### config.mk
export PLATFORM = sky130hd
export DESIGN_NAME = dlsc_pcie_s6_outbound_read_alloc_flat
export DESIGN_NICKNAME = d
export VERILOG_FILES = /design/src/rtl/dlsc_pcie_s6_outbound_read_alloc_if.sv /design/src/rtl/dlsc_pcie_s6_outbound_read_alloc.sv /design/src/flat_wrapper.sv
export SDC_FILE = /design/constraint.sdc
export NUM_CORES = 1
export LEC_CHECK = 0
export BUFFER_PORTS_ARGS = -buffer_cell sky130_fd_sc_hd__clkbuf_2
export CAP_MARGIN = 40
export CORE_MARGIN = 2
export CORE_UTILIZATION = 25
export DETAILED_ROUTE_END_ITERATION = 10
export MAX_ROUTING_LAYER = met4
export PLACE_DENSITY = 0.41
export SLEW_MARGIN = 20
export SYNTH_ARGS = -nofsm -noshare
export SYNTH_HDL_FRONTEND = slang
export SYNTH_SLANG_ARGS = --single-unit
### constraint.sdc
create_clock -name clk -period 3.6 [get_ports clk]
set_input_delay 0.18 -clock clk [delete_from_list [all_inputs] [get_ports clk]]
set_output_delay 0.18 -clock clk [all_outputs]
set_load 0.1 [all_outputs]
### src/rtl/dlsc_pcie_s6_outbound_read_alloc_if.sv
// Handshake bundle between the read allocator, the outbound read buffer and the TLP request builder.
interface dlsc_pcie_s6_outbound_read_alloc_if #(
  parameter int ADDR = 32,
  parameter int LEN  = 4,
  parameter int TAG  = 5,
  parameter int BUFA = 9
);
  logic              cmd_ar_ready;
  logic              cmd_ar_valid;
  logic [ADDR-3:0]   cmd_ar_addr;
  logic [LEN-1:0]    cmd_ar_len;

  logic              req_ready;
  logic              req_valid;
  logic [ADDR-3:0]   req_addr;
  logic [LEN-1:0]    req_len;
  logic [TAG-1:0]    req_tag;

  logic              alloc_init;
  logic              alloc_valid;
  logic [TAG:0]      alloc_tag;
  logic [BUFA:0]     alloc_bufa;
  logic              dealloc_tag;
  logic              dealloc_data;

  // allocator side
  modport slave (
    output cmd_ar_ready,
    input  cmd_ar_valid, cmd_ar_addr, cmd_ar_len,
    input  req_ready,
    output req_valid, req_addr, req_len, req_tag,
    output alloc_init, alloc_valid, alloc_tag, alloc_bufa,
    input  dealloc_tag, dealloc_data
  );

  // buffer / request builder side
  modport master (
    input  cmd_ar_ready,
    output cmd_ar_valid, cmd_ar_addr, cmd_ar_len,
    output req_ready,
    input  req_valid, req_addr, req_len, req_tag,
    input  alloc_init, alloc_valid, alloc_tag, alloc_bufa,
    output dealloc_tag, dealloc_data
  );
endinterface

### src/rtl/dlsc_pcie_s6_outbound_read_alloc.sv
// PCIe read tag / read-buffer space allocator for outbound AXI reads.
// Optional accounting checks: define DLSC_PCIE_S6_RD_ALLOC_CHECK_EN.
module dlsc_pcie_s6_outbound_read_alloc #(
  parameter int ADDR = 32,
  parameter int LEN  = 4,
  parameter int TAG  = 5,
  parameter int BUFA = 9
) (
  input  logic                                  clk,
  input  logic                                  rst,
  dlsc_pcie_s6_outbound_read_alloc_if.slave     bus,
  input  logic [TAG-1:0]                        cfg_tag_max,
  output logic                                  alloc_busy,
  output logic                                  alloc_err
);

  if (BUFA < LEN) begin : g_param_chk
    $error("dlsc_pcie_s6_outbound_read_alloc: BUFA (%0d) must be >= LEN (%0d)", BUFA, LEN);
  end

  localparam logic [1:0] ST_INIT  = 2'd0;
  localparam logic [1:0] ST_IDLE  = 2'd1;
  localparam logic [1:0] ST_ALLOC = 2'd2;
  localparam logic [1:0] ST_REQ   = 2'd3;

  localparam logic [BUFA:0] BUF_SIZE = {1'b1, {BUFA{1'b0}}};
  localparam logic [BUFA:0] ONE_B    = {{BUFA{1'b0}}, 1'b1};
  localparam logic [TAG:0]  ONE_T    = {{TAG{1'b0}}, 1'b1};

  logic [1:0]       state_q, state_d;
  logic             init_q;
  logic [ADDR-3:0]  addr_q;
  logic [LEN-1:0]   len_q;
  logic [TAG-1:0]   tag_q;
  logic [TAG:0]     alloc_tag_q;
  logic [BUFA:0]    alloc_bufa_q;
  logic [TAG:0]     tag_out_q, tag_out_d;
  logic [BUFA:0]    data_free_q, data_free_d;

  logic [BUFA:0]    cmd_words, len_words;
  logic             tag_ok, data_ok, rdy, accept, do_alloc;

  assign cmd_words = {{(BUFA+1-LEN){1'b0}}, bus.cmd_ar_len} + ONE_B;
  assign len_words = {{(BUFA+1-LEN){1'b0}}, len_q} + ONE_B;
  assign tag_ok    = tag_out_q <= {1'b0, cfg_tag_max};
  assign data_ok   = data_free_q >= cmd_words;
  assign rdy       = (state_q == ST_IDLE) && tag_ok && data_ok;
  assign accept    = rdy && bus.cmd_ar_valid;
  assign do_alloc  = (state_q == ST_ALLOC);

  assign bus.cmd_ar_ready = rdy;
  assign bus.req_valid    = (state_q == ST_REQ);
  assign bus.req_addr     = addr_q;
  assign bus.req_len      = len_q;
  assign bus.req_tag      = tag_q;
  assign bus.alloc_init   = init_q;
  assign bus.alloc_valid  = do_alloc;
  assign bus.alloc_tag    = alloc_tag_q;
  assign bus.alloc_bufa   = alloc_bufa_q;

  // INIT is not reported as busy so that busy reads 0 straight out of reset
  assign alloc_busy = (tag_out_q != '0) || (data_free_q != BUF_SIZE) ||
                      (state_q == ST_ALLOC) || (state_q == ST_REQ);

  always_comb begin
    state_d = state_q;
    case (state_q)
      ST_INIT:  if (init_q) state_d = ST_IDLE;
      ST_IDLE:  if (accept) state_d = ST_ALLOC;
      ST_ALLOC: state_d = ST_REQ;
      ST_REQ:   if (bus.req_ready) state_d = ST_IDLE;
      default:  state_d = ST_INIT;
    endcase
  end

`ifdef DLSC_PCIE_S6_RD_ALLOC_CHECK_EN
  logic err_q, err_d;
  assign alloc_err = err_q;

  // an underflow/overflow is only real when the concurrent alloc does not cancel it
  always_comb begin
    err_d       = err_q;
    tag_out_d   = tag_out_q;
    data_free_d = data_free_q;
    if (do_alloc) begin
      tag_out_d   = tag_out_d + ONE_T;
      data_free_d = data_free_d - len_words;
    end
    if (bus.dealloc_tag) begin
      if (tag_out_q == '0 && !do_alloc) err_d = 1'b1;
      else                              tag_out_d = tag_out_d - ONE_T;
    end
    if (bus.dealloc_data) begin
      if (data_free_q == BUF_SIZE && !do_alloc) err_d = 1'b1;
      else                                      data_free_d = data_free_d + ONE_B;
    end
  end

  always_ff @(posedge clk or posedge rst) begin
    if (rst) err_q <= 1'b0;
    else     err_q <= err_d;
  end
`else
  assign alloc_err = 1'b0;

  always_comb begin
    tag_out_d   = tag_out_q;
    data_free_d = data_free_q;
    if (do_alloc) begin
      tag_out_d   = tag_out_d + ONE_T;
      data_free_d = data_free_d - len_words;
    end
    if (bus.dealloc_tag)  tag_out_d   = tag_out_d - ONE_T;
    if (bus.dealloc_data) data_free_d = data_free_d + ONE_B;
  end
`endif

  always_ff @(posedge clk or posedge rst) begin
    if (rst) begin
      state_q      <= ST_INIT;
      init_q       <= 1'b0;
      addr_q       <= '0;
      len_q        <= '0;
      tag_q        <= '0;
      alloc_tag_q  <= '0;
      alloc_bufa_q <= '0;
      tag_out_q    <= '0;
      data_free_q  <= BUF_SIZE;
    end else begin
      state_q     <= state_d;
      tag_out_q   <= tag_out_d;
      data_free_q <= data_free_d;
      init_q      <= (state_q == ST_INIT) && !init_q;
      if (accept) begin
        addr_q <= bus.cmd_ar_addr;
        len_q  <= bus.cmd_ar_len;
      end
      // pointers advance after the alloc_valid cycle so the buffer writes the old entry
      if (do_alloc) begin
        tag_q        <= alloc_tag_q[TAG-1:0];
        alloc_tag_q  <= alloc_tag_q + ONE_T;
        alloc_bufa_q <= alloc_bufa_q + len_words;
      end
    end
  end

endmodule
### src/flat_wrapper.sv
// flat-port wrapper written by rule: the top's interface ports become plain ports
module dlsc_pcie_s6_outbound_read_alloc_flat 
#(
  parameter int ADDR = 32,
  parameter int LEN  = 4,
  parameter int TAG  = 5,
  parameter int BUFA = 9
)
  (clk, rst, cfg_tag_max, alloc_busy, alloc_err, bus_cmd_ar_ready, bus_cmd_ar_valid, bus_cmd_ar_addr, bus_cmd_ar_len, bus_req_ready, bus_req_valid, bus_req_addr, bus_req_len, bus_req_tag, bus_alloc_init, bus_alloc_valid, bus_alloc_tag, bus_alloc_bufa, bus_dealloc_tag, bus_dealloc_data);
  dlsc_pcie_s6_outbound_read_alloc_if #(.ADDR(ADDR), .LEN(LEN), .TAG(TAG), .BUFA(BUFA)) bus_i ();
  input  logic clk;
  input  logic rst;
  input  logic [TAG-1:0] cfg_tag_max;
  output logic alloc_busy;
  output logic alloc_err;
  output wire logic [$bits(bus_i.cmd_ar_ready)-1:0] bus_cmd_ar_ready;
  input wire logic [$bits(bus_i.cmd_ar_valid)-1:0] bus_cmd_ar_valid;
  input wire logic [$bits(bus_i.cmd_ar_addr)-1:0] bus_cmd_ar_addr;
  input wire logic [$bits(bus_i.cmd_ar_len)-1:0] bus_cmd_ar_len;
  input wire logic [$bits(bus_i.req_ready)-1:0] bus_req_ready;
  output wire logic [$bits(bus_i.req_valid)-1:0] bus_req_valid;
  output wire logic [$bits(bus_i.req_addr)-1:0] bus_req_addr;
  output wire logic [$bits(bus_i.req_len)-1:0] bus_req_len;
  output wire logic [$bits(bus_i.req_tag)-1:0] bus_req_tag;
  output wire logic [$bits(bus_i.alloc_init)-1:0] bus_alloc_init;
  output wire logic [$bits(bus_i.alloc_valid)-1:0] bus_alloc_valid;
  output wire logic [$bits(bus_i.alloc_tag)-1:0] bus_alloc_tag;
  output wire logic [$bits(bus_i.alloc_bufa)-1:0] bus_alloc_bufa;
  input wire logic [$bits(bus_i.dealloc_tag)-1:0] bus_dealloc_tag;
  input wire logic [$bits(bus_i.dealloc_data)-1:0] bus_dealloc_data;
  assign bus_cmd_ar_ready = bus_i.cmd_ar_ready;
  assign bus_i.cmd_ar_valid = bus_cmd_ar_valid;
  assign bus_i.cmd_ar_addr = bus_cmd_ar_addr;
  assign bus_i.cmd_ar_len = bus_cmd_ar_len;
  assign bus_i.req_ready = bus_req_ready;
  assign bus_req_valid = bus_i.req_valid;
  assign bus_req_addr = bus_i.req_addr;
  assign bus_req_len = bus_i.req_len;
  assign bus_req_tag = bus_i.req_tag;
  assign bus_alloc_init = bus_i.alloc_init;
  assign bus_alloc_valid = bus_i.alloc_valid;
  assign bus_alloc_tag = bus_i.alloc_tag;
  assign bus_alloc_bufa = bus_i.alloc_bufa;
  assign bus_i.dealloc_tag = bus_dealloc_tag;
  assign bus_i.dealloc_data = bus_dealloc_data;
  dlsc_pcie_s6_outbound_read_alloc #(.ADDR(ADDR), .LEN(LEN), .TAG(TAG), .BUFA(BUFA)) u_core (.clk(clk), .rst(rst), .bus(bus_i), .cfg_tag_max(cfg_tag_max), .alloc_busy(alloc_busy), .alloc_err(alloc_err));
endmodule
After elaboration in Yosys (flattened, before gate mapping)
Index checks and enable logic that the tools add are counted.

word-level totals
  register bits = 74
  bits of input ports = 45
  output and inout bits = 61
  logic and storage cells = 45

operators by class
  $add $sub $neg = 8
  order comparisons = 2
  equality and inequality tests = 7
  multiplexer cells = 8
  reduce and logical (&&, ||, !) cells = 11

operator list
  cell                   count
  $mux 10                2
  $add 6x1->6 const B    2
  $mux 6                 2
  $add 10x1->10 const B  1
  $add 10x10->10         1
  $add 4x1->5 const B    2
  $ge 10x10->1           1
  $ne 10x10->1 const B   1
  $sub 10x10->10         1
  $pmux 2 s4             1
  $le 6x5->1             1
  $mux 2                 3
  $reduce_bool 6->1      1
  $sub 6x1->6 const B    1
  $eq 2x2->1 const B     2
  $logic_and 1x1->1      4
  $ne 2x1->1 const B     2
  $logic_or 1x1->1       3
  $reduce_and 3->1       1
  $eq 2x1->1 const B     1
  $logic_not 2->1        1
  $ne 2x2->1 const B     1
  $logic_not 1->1        1

Longest topological paths before layout
  depth in word-level cells = 6
  mapped depth = 12

Worst setup path before layout
No wires, ideal clock.

  kind = reg-to-output
  start = register u_core.state_q[0]
  end = output port alloc_busy
  arrival = 3.097 ns
  data required time = 3.420 ns
  path slack = 0.323 ns
  cell stages (with the launch flop) = 8
  path buffers = 3
  cell sequence = dfrtp_1 -> inv_1 -> ha_1 -> buf_4 -> clkbuf_1 -> clkbuf_1 -> nor4b_1 -> nand3_1

on the way
  word-level cells in the longest chain between the ends = 3

RTL lines
  element                    line                                     text
  start, declared            dlsc_pcie_s6_outbound_read_alloc.sv:30   logic [1:0] state_q, state_d;
  start signal, assigned     dlsc_pcie_s6_outbound_read_alloc.sv:130  state_q <= state_d;
  $eq 2x2->1                 -
  named net bus_alloc_valid  flat_wrapper.sv:26                       output wire logic [$bits(bus_i.alloc_valid)-1:0] bus_alloc_valid;
  $logic_or 1x1->1           dlsc_pcie_s6_outbound_read_alloc.sv:62   assign alloc_busy = (tag_out_q != '0) || (data_free_q != BUF_SIZE) ||
  $logic_or 1x1->1           dlsc_pcie_s6_outbound_read_alloc.sv:63   (state_q == ST_ALLOC) || (state_q == ST_REQ);
  end, declared              flat_wrapper.sv:14                       output logic alloc_busy;

The timed path passes the listed nets, and every way through them passes these cells.

Worst setup path after layout
  start = register u_core.len_q[0] (netlist: u_core.bus.req_len[0])
  end = register u_core.data_free_q[7]

on the way
  word-level cells in the longest chain between the ends = 5

RTL lines
  element                          line                                     text
  start, declared                  dlsc_pcie_s6_outbound_read_alloc.sv:33   logic [LEN-1:0] len_q;
  start signal, assigned           dlsc_pcie_s6_outbound_read_alloc.sv:136  len_q <= bus.cmd_ar_len;
  $add 4x1->5 *                    dlsc_pcie_s6_outbound_read_alloc.sv:44   assign len_words = {{(BUFA+1-LEN){1'b0}}, len_q} + ONE_B;
  $sub 10x10->10 *                 dlsc_pcie_s6_outbound_read_alloc.sv:111  data_free_d = data_free_d - len_words;
  $mux 10 *                        dlsc_pcie_s6_outbound_read_alloc.sv:109  if (do_alloc) begin
  $add 10x1->10                    dlsc_pcie_s6_outbound_read_alloc.sv:114  if (bus.dealloc_data) data_free_d = data_free_d + ONE_B;
  $mux 10 *                        dlsc_pcie_s6_outbound_read_alloc.sv:114
  named net u_core.data_free_d[7]  dlsc_pcie_s6_outbound_read_alloc.sv:38   logic [BUFA:0] data_free_q, data_free_d;
  end signal, assigned             dlsc_pcie_s6_outbound_read_alloc.sv:132  data_free_q <= data_free_d;
  end, declared                    dlsc_pcie_s6_outbound_read_alloc.sv:38

Mark *: on every way through the listed nets, which the timed path passes. The rest lies on a longest branch.
A chain may end at the register's enable or synchronous reset.

==> impl_metrics.sql <==
INSERT INTO impl_metrics (metric_group, metric, value, unit) VALUES
('status', 'status', 'complete, no violations', ''),
('setup_path', 'timing.critical_path.fanout_max', '8', ''),
('drt', 'drt-initial-drc-count', '75', ''),
('sta', 'grt_setup_unrepaired', 'false', ''),
('clocking', 'h-tree-depth', '3', ''),
('synth', 'ys_warn_count', '0', ''),
('synth', 'dominant_combinational_cell_family_by_area_after_synthesis', 'multiplexers', ''),
('finish', 'nNetsFinal', '538', ''),
('die', 'die_height', '132', 'µm'),
('synth', 'synth.cell_area', '4120', 'µm²'),
('die', 'initial_core_util', '25.7', '%'),
('synth', 'number_of_enable_type_register_cells_in_the_synthesized_netlist', '0', ''),
('drt', 'detail_route.wl_per_cell', '13.7', 'µm'),
('setup_path', 'critPathLaunchType', 'flop', ''),
('finish', 'final.fill_count', '1702', ''),
('sta', 'finalMaxSlewViolations', '0', ''),
('sta', 'period_share', '77.1', '%'),
('drt', 'routed_via_density', '4.34', ''),
('setup_path', 'critPathCaptureType', 'flop', ''),
('placed_design', 'placement.io_buffers', '104', ''),
('synth', 'yosys_most_used_dff', 'dfrtp_1', ''),
('drt', 'postRouteWirelength', '9350', 'µm'),
('sta', 'max_clock_freq', '361', 'MHz'),
('placed_design', 'gpl.final_weighted_congestion', '0.780', ''),
('finish', 'leading_cell_type_in_the_layout_fill_and_taps_excluded', 'clkbuf_2', ''),
('synth', 'synthXorXnorAreaFrac', '8.30', '%'),
('synth', 'synth-async-reset-ratio', '100', '%'),
('clocking', 'worst_skew_pair.late_latency', '0.34', 'ns'),
('global_route', 'first_global_vias', '3046', ''),
('die', 'core-area', '16000', 'µm²'),
('drt', 'dr_wl_met3', '453', 'µm'),
('die', 'floorplan.io_pins', '106', ''),
('sta', 'tightestPinTransition', '0.722', 'ns'),
('synth', 'synth_mux_area_share', '14.3', '%'),
('clocking', 'post_cts.resized_instances', '0', ''),
('sta', 'worst_slew_margin_rel', '51.8', '%'),
('global_route', 'grt_antenna_before_repair', '0', ''),
('drt', 'vias', '2954', ''),
('drt', 'wl_met1', '4560', 'µm'),
('setup_path', 'timing.critical_path.arrival', '3.03', 'ns'),
('drt', 'met2_length', '4160', 'µm'),
('synth', 'synth_seq_cells', '74', ''),
('die', 'dieWidth', '132', 'µm'),
('finish', 'layout.cells.most_common_list', '104 x clkbuf_2, 73 x dfrtp_1, 45 x mux2_2', ''),
('drt', 'final_antenna_net_count', '0', ''),
('clocking', 'cts_tree', 'built', ''),
('sta', 'tns_setup', '0', 'ns'),
('sta', 'timing.final.crit_period', '2.77', 'ns'),
('drt', 'firstDrtPassIters', '4', ''),
('synth', 'ys_types', '56', ''),
('die', 'design.die.area', '17500', 'µm²'),
('worst_hold_path', 'min_path_type', 'in -> reg', ''),
('finish', 'area_growth', '25.9', '%'),
('finish', 'final-seq-area', '1850', 'µm²'),
('sta', 'timing.final.hold_violations', '0', ''),
('clocking', 'tritoncts.num_buffers', '9', ''),
('sta', 'setup_viol', '0', ''),
('placed_design', 'post_detailed_placement_half_perimeter_wirelength', '7070', 'µm'),
('synth', 'sequential_fraction_of_the_synthesis_area', '45.0', '%'),
('clocking', 'clock_tree.buffer_depth', '2', ''),
('clocking', 'postCtsSetupRepairBufs', '0', ''),
('finish', 'post_route_cells_drive_above_1_share', '38.1', '%'),
('die', 'rows', '46', ''),
('synth', 'synth_fa_ha_area_share', '10.7', '%'),
('global_route', 'grt_start_max_net_pins', '43', ''),
('global_route', 'track_usage', '11.6', '%'),
('sta', 'worst_clock_skew', '0.00576', 'ns'),
('setup_path', 'timing.setup.critical_path_class', 'reg -> reg', ''),
('clocking', 'clockRootBuffer', 'clkbuf_16', ''),
('synth', 'synth_fp_nets', '431', ''),
('job', 'drv_cap', '0', ''),
('drt', 'drcViolationCount', '0', ''),
('finish', 'n_antenna_cell', '0', ''),
('setup_path', 'worstPathRequired', '3.86', 'ns'),
('synth', 'synthesis.area_per_instance', '11.7', 'µm²'),
('global_route', 'leftover_overflow_at_the_end_of_global_routing', '0', ''),
('synth', 'complex_gate_fraction_of_the_synthesized_area', '6.47', '%'),
('drt', 'routed.top_layer', 'met4', ''),
('finish', 'multi_input_comb_area', '2120', 'µm²'),
('clocking', 'clock_sinks', '74', ''),
('global_route', 'grt_first_pass_wirelength', '15800', 'µm'),
('clocking', 'worst_setup_hold_path_clk_slew', '0.06', 'ns'),
('synth', 'gate_count_after_technology_mapping', '352', ''),
('synth', 'synth_simple_gate_area_share', '11.6', '%');
==> final cells by class <==
cell class / instances / share of cell area (%)
repair buffers: 108 / 10.7
clock buffers: 11 / 4.49
flip-flops and latches: 74 / 35.8
multi-input cells: 246 / 40.9
clock inverters: 5 / 1.52
well taps: 216 / 5.22
inverters: 20 / 1.45
==> synth_stat cells (3+ instances only) <==
cell type	n	area [µm²]
nor3_1	5	25.0
xor2_1	15	131
clkbuf_1	5	18.8
nor4_1	6	37.5
nand2_1	13	48.8
mux2i_1	7	70.1
nor4b_1	3	26.3
nor2_1	14	52.6
o21ai_0	6	30.0
nand3_1	11	55.1
ha_1	32	400
inv_1	20	75.1
dfrtp_1	73	1830
mux2_2	45	507
xnor2_1	24	210
nor2b_1	4	25.0
a21oi_1	13	65.1
buf_4	4	30.0
o22ai_1	3	18.8
nand2b_1	4	25.0
==> sequential cells by signal, summed over array words and instances, names as in the netlist <==
name / cells
u_core.bus.alloc_bufa: 10
u_core.bus.alloc_init: 1
u_core.bus.alloc_tag: 6
u_core.bus.req_addr: 30
u_core.bus.req_len: 4
u_core.bus.req_tag: 5
u_core.data_free_q: 10
u_core.state_q: 2
u_core.tag_out_q: 6
==> timing repair <==
item / 4_1_cts / 5_1_grt
hold buffers: 1 / 0
hold endpoints to repair: 32 / 0
endpoints found under the setup margin: 0 / 0
==> routing by layer <==
layer / global-route usage (%) / up-vias
met1: 15.3 / 1408
met4: 4.42 / 0
met2: 16.8 / 71
met5: - / -
met3: 3.38 / 12
li1: - / 1463
==> worst max-delay path, cell delays in order (launching register included) <==
cell	delay, ns
dfrtp_1	0.44
nand3_1	0.12
xnor2_1	0.25
inv_1	0.07
ha_1	0.28
or2_2	0.32
o221a_2	0.27
nor4_2	0.32
nor2_1	0.12
nor4b_1	0.34
xnor2_1	0.17
==> worst paths after layout <==
path                                        from                 endpoint  slack, ns  cells after the start
min in group asynchronous                    rst    u_core.bus.req_tag[0]       0.50                      3
max in group asynchronous                    rst    u_core.data_free_q[4]       2.06                      4
setup reg to reg           u_core.bus.req_len[0]    u_core.data_free_q[7]       0.83                     10
hold / removal               bus_cmd_ar_addr[13]  u_core.bus.req_addr[13]       0.07                      2
hold reg to reg            u_core.bus.alloc_init    u_core.bus.alloc_init       0.45                      1
setup / recovery           u_core.bus.req_len[0]    u_core.data_free_q[7]       0.83                     10
==> through the flow <==
| stage | hold slack, ns | setup slack, ns | util (%) | instance area [µm²] | std cells |
|---|---|---|---|---|---|
| 2_1_floorplan | 0.271 | 0.323 | - | 4120 | 352 |
| 3_3_place_gp | 0.318 | 0.829 | 30.4 | 4860 | 663 |
| 3_5_place_dp | 0.320 | 0.812 | 30.4 | 4860 | 663 |
| 4_1_cts | 0.0552 | 0.780 | 32.4 | 5180 | 680 |
| 5_1_grt | 0.0527 | 0.504 | 32.4 | 5180 | 680 |
| 6_report | 0.0710 | 0.826 | 32.4 | 5180 | 680 |
==> cell families after synthesis <==
group                    count (synthesis)
AO/OA/AOI/OAI                           38
XOR/XNOR                                39
multiplexers                            53
adder cells (fa/ha/maj)                 34
other                                    1
flip-flops                              74
AND/OR/NAND/NOR                         81
buffers and inverters                   32
Power is not shown: default switching activity piles up to over one toggle a cycle in this logic, so the estimate is an artifact.
